[config.mk]
export PLATFORM = sky130hd
export DESIGN_NAME = nmi_arbmux_flat
export DESIGN_NICKNAME = d
export VERILOG_FILES = /design/src/rtl/nmi_pkg.sv /design/src/rtl/nmi_arbmux_if.sv /design/src/rtl/rr_arbiter.sv /design/src/rtl/nmi_arbmux.sv /design/src/flat_wrapper.sv
export SDC_FILE = /design/constraint.sdc
export NUM_CORES = 1
export LEC_CHECK = 0
export CORE_AREA = 3 3 146 148
export DETAILED_ROUTE_END_ITERATION = 10
export DIE_AREA = 0 0 149 151
export PLACE_DENSITY_LB_ADDON = 0.1
export SYNTH_ARGS = -nofsm -noshare
export SYNTH_HDL_FRONTEND = slang
export SYNTH_SLANG_ARGS = --single-unit
[constraint.sdc]
create_clock -name clk_i -period 3.3 [get_ports clk_i]
set_clock_uncertainty 0.1 [all_clocks]
set_input_delay 0.66 -clock clk_i [delete_from_list [all_inputs] [get_ports clk_i]]
set_output_delay 0.66 -clock clk_i [all_outputs]
set_load 0.01 [all_outputs]
[src/rtl/nmi_pkg.sv]
// Shared NMI definitions: field widths, error read data, arbiter FSM states and request payload.
package nmi_pkg;

  localparam int unsigned ADDR_W = 32;
  localparam int unsigned DATA_W = 32;
  localparam int unsigned STRB_W = 4;

  localparam logic [DATA_W-1:0] ERR_RDATA_DEF = 32'hDEAD_BEEF;

  typedef enum logic [1:0] {
    IDLE,
    BUSY,
    ERR
  } state_e;

  typedef struct packed {
    logic [ADDR_W-1:0] addr;
    logic [DATA_W-1:0] wdata;
    logic [STRB_W-1:0] wstrb;
  } nmi_req_t;

endpackage

[src/rtl/nmi_arbmux_if.sv]
// NMI master/slave bundle around nmi_arbmux; master and slave modports give the
// requester and target views, mux is the arbiter's own view.
interface nmi_arbmux_if #(
  parameter int unsigned NMSTR = 2,
  parameter int unsigned NSLV  = 3
);
  import nmi_pkg::*;

  logic [NMSTR-1:0]             m_valid_i;
  logic [NMSTR-1:0][ADDR_W-1:0] m_addr_i;
  logic [NMSTR-1:0][DATA_W-1:0] m_wdata_i;
  logic [NMSTR-1:0][STRB_W-1:0] m_wstrb_i;
  logic [NMSTR-1:0]             m_ready_o;
  logic [NMSTR-1:0][DATA_W-1:0] m_rdata_o;

  logic [NSLV-1:0]              s_valid_o;
  logic [ADDR_W-1:0]            s_addr_o;
  logic [DATA_W-1:0]            s_wdata_o;
  logic [STRB_W-1:0]            s_wstrb_o;
  logic [NSLV-1:0]              s_ready_i;
  logic [NSLV-1:0][DATA_W-1:0]  s_rdata_i;

  modport master (
    output m_valid_i, m_addr_i, m_wdata_i, m_wstrb_i,
    input  m_ready_o, m_rdata_o
  );

  modport slave (
    input  s_valid_o, s_addr_o, s_wdata_o, s_wstrb_o,
    output s_ready_i, s_rdata_i
  );

  modport mux (
    input  m_valid_i, m_addr_i, m_wdata_i, m_wstrb_i, s_ready_i, s_rdata_i,
    output m_ready_o, m_rdata_o, s_valid_o, s_addr_o, s_wdata_o, s_wstrb_o
  );

endinterface

[src/rtl/rr_arbiter.sv]
// Combinational round-robin arbiter: one-hot grant to the first requester
// found searching upward from the index after last, wrapping N-1 -> 0.
module rr_arbiter #(
  parameter  int unsigned N  = 2,
  localparam int unsigned LW = (N > 1) ? $clog2(N) : 1
) (
  input  logic [N-1:0]  req,
  input  logic [LW-1:0] last,
  output logic [N-1:0]  gnt
);

  logic found;

  always_comb begin
    gnt   = '0;
    found = 1'b0;
    for (int unsigned off = 1; off <= N; off++) begin
      if (!found && req[LW'((32'(last) + off) % N)]) begin
        gnt[LW'((32'(last) + off) % N)] = 1'b1;
        found = 1'b1;
      end
    end
  end

endmodule

[src/rtl/nmi_arbmux.sv]
// NMI N-master to M-slave arbitrating mux. Slave i owns addr[31:24] == SLV_BASE[i]
// (slice 0 is the LSB byte). Optional BUSY timeout: define NMI_ARBMUX_TIMEOUT_EN.
module nmi_arbmux
  import nmi_pkg::*;
#(
  parameter int unsigned            NMSTR     = 2,
  parameter int unsigned            NSLV      = 3,
  parameter logic [NSLV-1:0][7:0]   SLV_BASE  = {8'h10, 8'h30, 8'h03},
  parameter logic [DATA_W-1:0]      ERR_RDATA = ERR_RDATA_DEF
`ifdef NMI_ARBMUX_TIMEOUT_EN
  , parameter int unsigned          TIMEOUT_CYC = 1024
`endif
) (
  input  logic             clk_i,
  input  logic             rst_n_i,
  nmi_arbmux_if.mux        bus,
  output logic [NMSTR-1:0] gnt_o,
  output logic             err_o
);

  localparam int unsigned MW = $clog2(NMSTR);
  localparam int unsigned SW = (NSLV > 1) ? $clog2(NSLV) : 1;

  state_e            state_q;
  logic [NMSTR-1:0]  gnt_q;
  logic [MW-1:0]     last_q;
  logic [MW-1:0]     gidx_q;
  logic [SW-1:0]     sel_q;

  logic [NMSTR-1:0]  arb_gnt;
  logic [MW-1:0]     arb_idx;
  logic [7:0]        arb_hi;
  logic [SW-1:0]     dec_idx;
  logic [4:0]        nmatch;
  logic              dec_hit;
  nmi_req_t          greq;

  rr_arbiter #(.N(NMSTR)) u_arb (
    .req  (bus.m_valid_i),
    .last (last_q),
    .gnt  (arb_gnt)
  );

  // Encode the winner and decode its address; only a unique match is a hit.
  always_comb begin
    arb_idx = '0;
    for (int unsigned i = 0; i < NMSTR; i++) begin
      if (arb_gnt[i]) arb_idx = MW'(i);
    end
    arb_hi  = bus.m_addr_i[arb_idx][ADDR_W-1 -: 8];
    dec_idx = '0;
    nmatch  = '0;
    for (int unsigned j = 0; j < NSLV; j++) begin
      if (SLV_BASE[j] == arb_hi) begin
        dec_idx = SW'(j);
        nmatch  = nmatch + 5'd1;
      end
    end
    dec_hit = (nmatch == 5'd1);
  end

  always_comb begin
    greq = '{addr:  bus.m_addr_i[gidx_q],
             wdata: bus.m_wdata_i[gidx_q],
             wstrb: bus.m_wstrb_i[gidx_q]};
  end

`ifdef NMI_ARBMUX_TIMEOUT_EN
  logic [15:0] tmo_q;
  logic        tmo_hit;
  assign tmo_hit = (tmo_q == 16'(TIMEOUT_CYC - 1));
`endif

  // Response path is combinational from the selected slave; everything idles at 0.
  always_comb begin
    bus.s_valid_o = '0;
    bus.s_addr_o  = '0;
    bus.s_wdata_o = '0;
    bus.s_wstrb_o = '0;
    bus.m_ready_o = '0;
    bus.m_rdata_o = '0;
    unique case (state_q)
      BUSY: begin
        bus.s_valid_o[sel_q]  = 1'b1;
        bus.s_addr_o          = greq.addr;
        bus.s_wdata_o         = greq.wdata;
        bus.s_wstrb_o         = greq.wstrb;
        bus.m_ready_o[gidx_q] = bus.s_ready_i[sel_q];
        bus.m_rdata_o[gidx_q] = bus.s_rdata_i[sel_q];
      end
      ERR: begin
        bus.m_ready_o[gidx_q] = 1'b1;
        bus.m_rdata_o[gidx_q] = ERR_RDATA;
      end
      default: ;
    endcase
  end

  assign gnt_o = gnt_q;
  assign err_o = (state_q == ERR);

  // Errored masters also advance last_q so a bad requester cannot hog the grant.
  always_ff @(posedge clk_i or negedge rst_n_i) begin
    if (!rst_n_i) begin
      state_q <= IDLE;
      gnt_q   <= '0;
      last_q  <= MW'(NMSTR - 1);
      gidx_q  <= '0;
      sel_q   <= '0;
`ifdef NMI_ARBMUX_TIMEOUT_EN
      tmo_q   <= '0;
`endif
    end else begin
      case (state_q)
        IDLE: begin
          if (|bus.m_valid_i) begin
            gnt_q   <= arb_gnt;
            gidx_q  <= arb_idx;
            sel_q   <= dec_idx;
            state_q <= dec_hit ? BUSY : ERR;
`ifdef NMI_ARBMUX_TIMEOUT_EN
            tmo_q   <= '0;
`endif
          end
        end
        BUSY: begin
          if (bus.s_ready_i[sel_q]) begin
            last_q  <= gidx_q;
            gnt_q   <= '0;
            state_q <= IDLE;
          end
`ifdef NMI_ARBMUX_TIMEOUT_EN
          else if (tmo_hit) begin
            state_q <= ERR;
          end else begin
            tmo_q   <= tmo_q + 16'd1;
          end
`endif
        end
        ERR: begin
          last_q  <= gidx_q;
          gnt_q   <= '0;
          state_q <= IDLE;
        end
        default: state_q <= IDLE;
      endcase
    end
  end

endmodule

[src/flat_wrapper.sv]
// flat-port wrapper written by rule: the top's interface ports become plain ports
module nmi_arbmux_flat import nmi_pkg::*;
#(
  parameter int unsigned            NMSTR     = 2,
  parameter int unsigned            NSLV      = 3,
  parameter logic [NSLV-1:0][7:0]   SLV_BASE  = {8'h10, 8'h30, 8'h03},
  parameter logic [DATA_W-1:0]      ERR_RDATA = ERR_RDATA_DEF

)
  (clk_i, rst_n_i, gnt_o, err_o, bus_m_valid_i, bus_m_addr_i, bus_m_wdata_i, bus_m_wstrb_i, bus_s_ready_i, bus_s_rdata_i, bus_m_ready_o, bus_m_rdata_o, bus_s_valid_o, bus_s_addr_o, bus_s_wdata_o, bus_s_wstrb_o);
  nmi_arbmux_if #(.NMSTR(NMSTR), .NSLV(NSLV)) bus_i ();
  input  logic clk_i;
  input  logic rst_n_i;
  output logic [NMSTR-1:0] gnt_o;
  output logic err_o;
  input wire logic [$bits(bus_i.m_valid_i)-1:0] bus_m_valid_i;
  input wire logic [$bits(bus_i.m_addr_i)-1:0] bus_m_addr_i;
  input wire logic [$bits(bus_i.m_wdata_i)-1:0] bus_m_wdata_i;
  input wire logic [$bits(bus_i.m_wstrb_i)-1:0] bus_m_wstrb_i;
  input wire logic [$bits(bus_i.s_ready_i)-1:0] bus_s_ready_i;
  input wire logic [$bits(bus_i.s_rdata_i)-1:0] bus_s_rdata_i;
  output wire logic [$bits(bus_i.m_ready_o)-1:0] bus_m_ready_o;
  output wire logic [$bits(bus_i.m_rdata_o)-1:0] bus_m_rdata_o;
  output wire logic [$bits(bus_i.s_valid_o)-1:0] bus_s_valid_o;
  output wire logic [$bits(bus_i.s_addr_o)-1:0] bus_s_addr_o;
  output wire logic [$bits(bus_i.s_wdata_o)-1:0] bus_s_wdata_o;
  output wire logic [$bits(bus_i.s_wstrb_o)-1:0] bus_s_wstrb_o;
  assign bus_i.m_valid_i = bus_m_valid_i;
  assign bus_i.m_addr_i = bus_m_addr_i;
  assign bus_i.m_wdata_i = bus_m_wdata_i;
  assign bus_i.m_wstrb_i = bus_m_wstrb_i;
  assign bus_i.s_ready_i = bus_s_ready_i;
  assign bus_i.s_rdata_i = bus_s_rdata_i;
  assign bus_m_ready_o = bus_i.m_ready_o;
  assign bus_m_rdata_o = bus_i.m_rdata_o;
  assign bus_s_valid_o = bus_i.s_valid_o;
  assign bus_s_addr_o = bus_i.s_addr_o;
  assign bus_s_wdata_o = bus_i.s_wdata_o;
  assign bus_s_wstrb_o = bus_i.s_wstrb_o;
  nmi_arbmux #(.NMSTR(NMSTR), .NSLV(NSLV), .SLV_BASE(SLV_BASE), .ERR_RDATA(ERR_RDATA)) u_core (.clk_i(clk_i), .rst_n_i(rst_n_i), .bus(bus_i), .gnt_o(gnt_o), .err_o(err_o));
endmodule
==> results.ini <==
[clock_tree]
clk_path_buf_depth=2
cts_root_buf=clkbuf_16
cts_hold_buf=0
clock_latency_ns=0.24
cts_made_buffers=3
cts.sinks=8
cts_tree=done
htreeDepth=1
clk_pin_slew_ns=0.04

[setup_path]
slowest_delay_ns=0.53
crit_chain=clkdlybuf4s50_1 -> or4_4 -> or4_1 -> o41ai_2 -> inv_1 -> ha_4 -> nand2b_1 -> or3_1 -> o211ai_2
crit_path_end_kind=register
r2r_setup_slack_ns=0.71
critPathTopFamily=simple AND/OR/NAND/NOR gates
crit_arrival_ns=3.26
start_kind=input port
crit_slowest_cell=or4_4
cp.required_ns=3.36
crit_buf_inv=2
crit_fanout=3
critical_path_class=in -> reg

[die]
die_w_um=149
coreArea_sq_mm=0.02017
die_area_sq_mm=0.02250
rows=52
die_h_um=151
ios=379
initial_core_util=0.1435

[placed_design]
place_hpwl_um=15470
port_buffers=378
gp_congestion=0.8051
placed_cells=1048

[timing]
tightestPinTransition_ns=0.4875
fin_crit_sh=0.9710
hold_viol=0
fmax_mhz=312.1
drv_slew=0
setup_viol=0
relSlewSlack=0.6728
finalCriticalPeriod_ns=3.204
whs_ns=0.4194

[synth]
synth_area_sq_mm=0.002894
synth_ff_type=dfrtp_1
async_flop_share=1.000
synth_warnings=0
syn_nets=660
synth_cell_type_count=40
seq_area_frac_synth=0.06961
synth_edf_count=0
syn_inst=415
ys_ff_latch=8
synth.avg_cell_area_sq_um=6.974

[cells_and_area]
num-fill-cells=2089
drive_above_1_share=0.05371
regArea_sq_um=206.4
postLayoutCoreUtil=0.3566
area_delta_synth_final_pct=148.5
diodes=0
final_cells=1052
final_nets=1028
multi_input_area_sq_mm=0.002544

[pwr]
max-vdd-ir-drop_v=0.0002499
p_leak_uw=0.002761
power.density_mw_per_mm2=247.3
power_uw=1779

[detailed_routing]
drcViolationCount=0
vias=4465
wirelength_um=18540
firstDrtPassIters=4
postRouteAntennaNets=0
drtIter0Drc=122
post_drt_wl_per_cell_um=17.62
detail_route.vias_per_cell=4.244

[global_route]
grt_max_degree=74
antenna_found_initial=0
grt_pass1_vias=4584
grt-ovfl-total=0
grt_use_total=0.1446
grt_pass1_wl_um=25650

[flow_run]
cap_violations=0

[hold_path]
min_path_type=reg -> reg

[status]
status=finished clean

==> metrics by stage <==
| step | TNS [ns] | area, sq um | setup slack, ns |
|---|---|---|---|
| 3_3_place_gp | -0.2733 | 7093 | -0.1732 |
| 4_1_cts | 0 | 7172 | 0.002378 |
| 2_1_floorplan | 0 | 2894 | 0.3777 |
| 6_report | 0 | 7192 | 0.09566 |
| 5_1_grt | -0.006376 | 7192 | -0.006376 |
| 3_5_place_dp | -0.3036 | 7093 | -0.1857 |
==> power by group <==
part | switching [uW] | internal [uW] | total, uW
Sequential | 25.7 | 128 | 154
Combinational | 593 | 818 | 1410
Clock | 52.3 | 161 | 214
==> synthesized netlist by cell type, types with 2 or more instances <==
master / n / share of area
a21oi_1: 34 / 0.059
and3b_1: 2 / 0.0061
buf_1: 3 / 0.0039
buf_2: 10 / 0.017
clkbuf_1: 25 / 0.032
dfrtp_1: 7 / 0.061
ha_1: 6 / 0.026
inv_1: 5 / 0.0065
mux2_2: 2 / 0.0078
mux2i_1: 102 / 0.35
nand2_1: 8 / 0.010
nand2b_1: 3 / 0.0065
nand3_1: 2 / 0.0035
nand3b_1: 2 / 0.0052
nor2_1: 50 / 0.065
nor2b_1: 71 / 0.15
nor3b_1: 4 / 0.010
nor4_1: 2 / 0.0043
nor4b_1: 2 / 0.0061
o21ai_0: 53 / 0.092
o21ai_1: 2 / 0.0035
or4_4: 2 / 0.0078
==> sequential cells by signal, indices dropped and copies added (netlist names) <==
| register | cells |
|---|---|
| u_core.gnt_o | 2 |
| u_core.last_q | 1 |
| u_core.sel_q | 2 |
| u_core.state_q | 2 |
| u_core.gidx_q | 1 |
==> worst reg2reg max path: cells and delay by family, from the launching register on <==
| family | cells | cell delay, ns |
|---|---|---|
| compound gates | 3 | 0.29 |
| fa+ha+maj | 1 | 0.23 |
| buf+inv | 2 | 0.29 |
| flops | 1 | 0.53 |
| simple gates | 3 | 1.05 |
==> cells by family (layout without fill, tap and decap cells) <==
kind of cell	Yosys count	after routing	share of synthesized area
simple gates	156	156	0.2996
mux	104	104	0.3606
compound gates	98	98	0.1842
buf+inv	43	410	0.06010
flops	8	8	0.06961
fa+ha+maj	6	6	0.02594
==> final timing paths <==
| kind | from | end | cells after the start |
|---|---|---|---|
| max reg2reg | u_core.last_q$_DFFE_PN1P_ | u_core.state_q[0]$_DFFE_PN0P_ | 9 |
| min | u_core.gnt_o[1]$_DFFE_PN0P_ | u_core.gnt_o[1]$_DFFE_PN0P_ | 2 |
| max in group asynchronous | rst_n_i | u_core.last_q$_DFFE_PN1P_ | 1 |
| max | bus_m_addr_i[27] | u_core.state_q[0]$_DFFE_PN0P_ | 9 |
| min reg2reg | u_core.gnt_o[1]$_DFFE_PN0P_ | u_core.gnt_o[1]$_DFFE_PN0P_ | 2 |
| min in group asynchronous | rst_n_i | u_core.gnt_o[1]$_DFFE_PN0P_ | 1 |
==> per-layer routing <==
metal,global-route usage,part of all wire,vias to the layer above
met5,0,0,-
met4,0.02426,0.0097,0
met3,0.04309,0.10,12
met2,0.2919,0.54,246
met1,0.1474,0.35,2019
li1,-,-,2188
==> timing repair <==
item                       4_1_cts  5_1_grt
setup buffers                    0        0
gates resized for setup          0        3
setup endpoints to repair        0        3
==> cell usage in the layout (no fill, tap or decap), drive strengths merged, types with 5 or more instances in the layout <==
cell type / n
buf: 23
mux2i: 102
dfrtp: 7
clkdlybuf4s50: 378
nand2: 8
nor2b: 71
ha: 6
nor2: 50
a21oi: 34
inv: 5
o21ai: 55
==> layout make-up <==
class                      count  share of cell area
inverter                       5            0.002610
timing repair buffer         401              0.5571
sequential                     8             0.02871
multi-input combinational    364              0.3537
clock buffer                   4             0.01096
tap                          270             0.04697
Note: power is estimated with default switching activity, not from simulation.
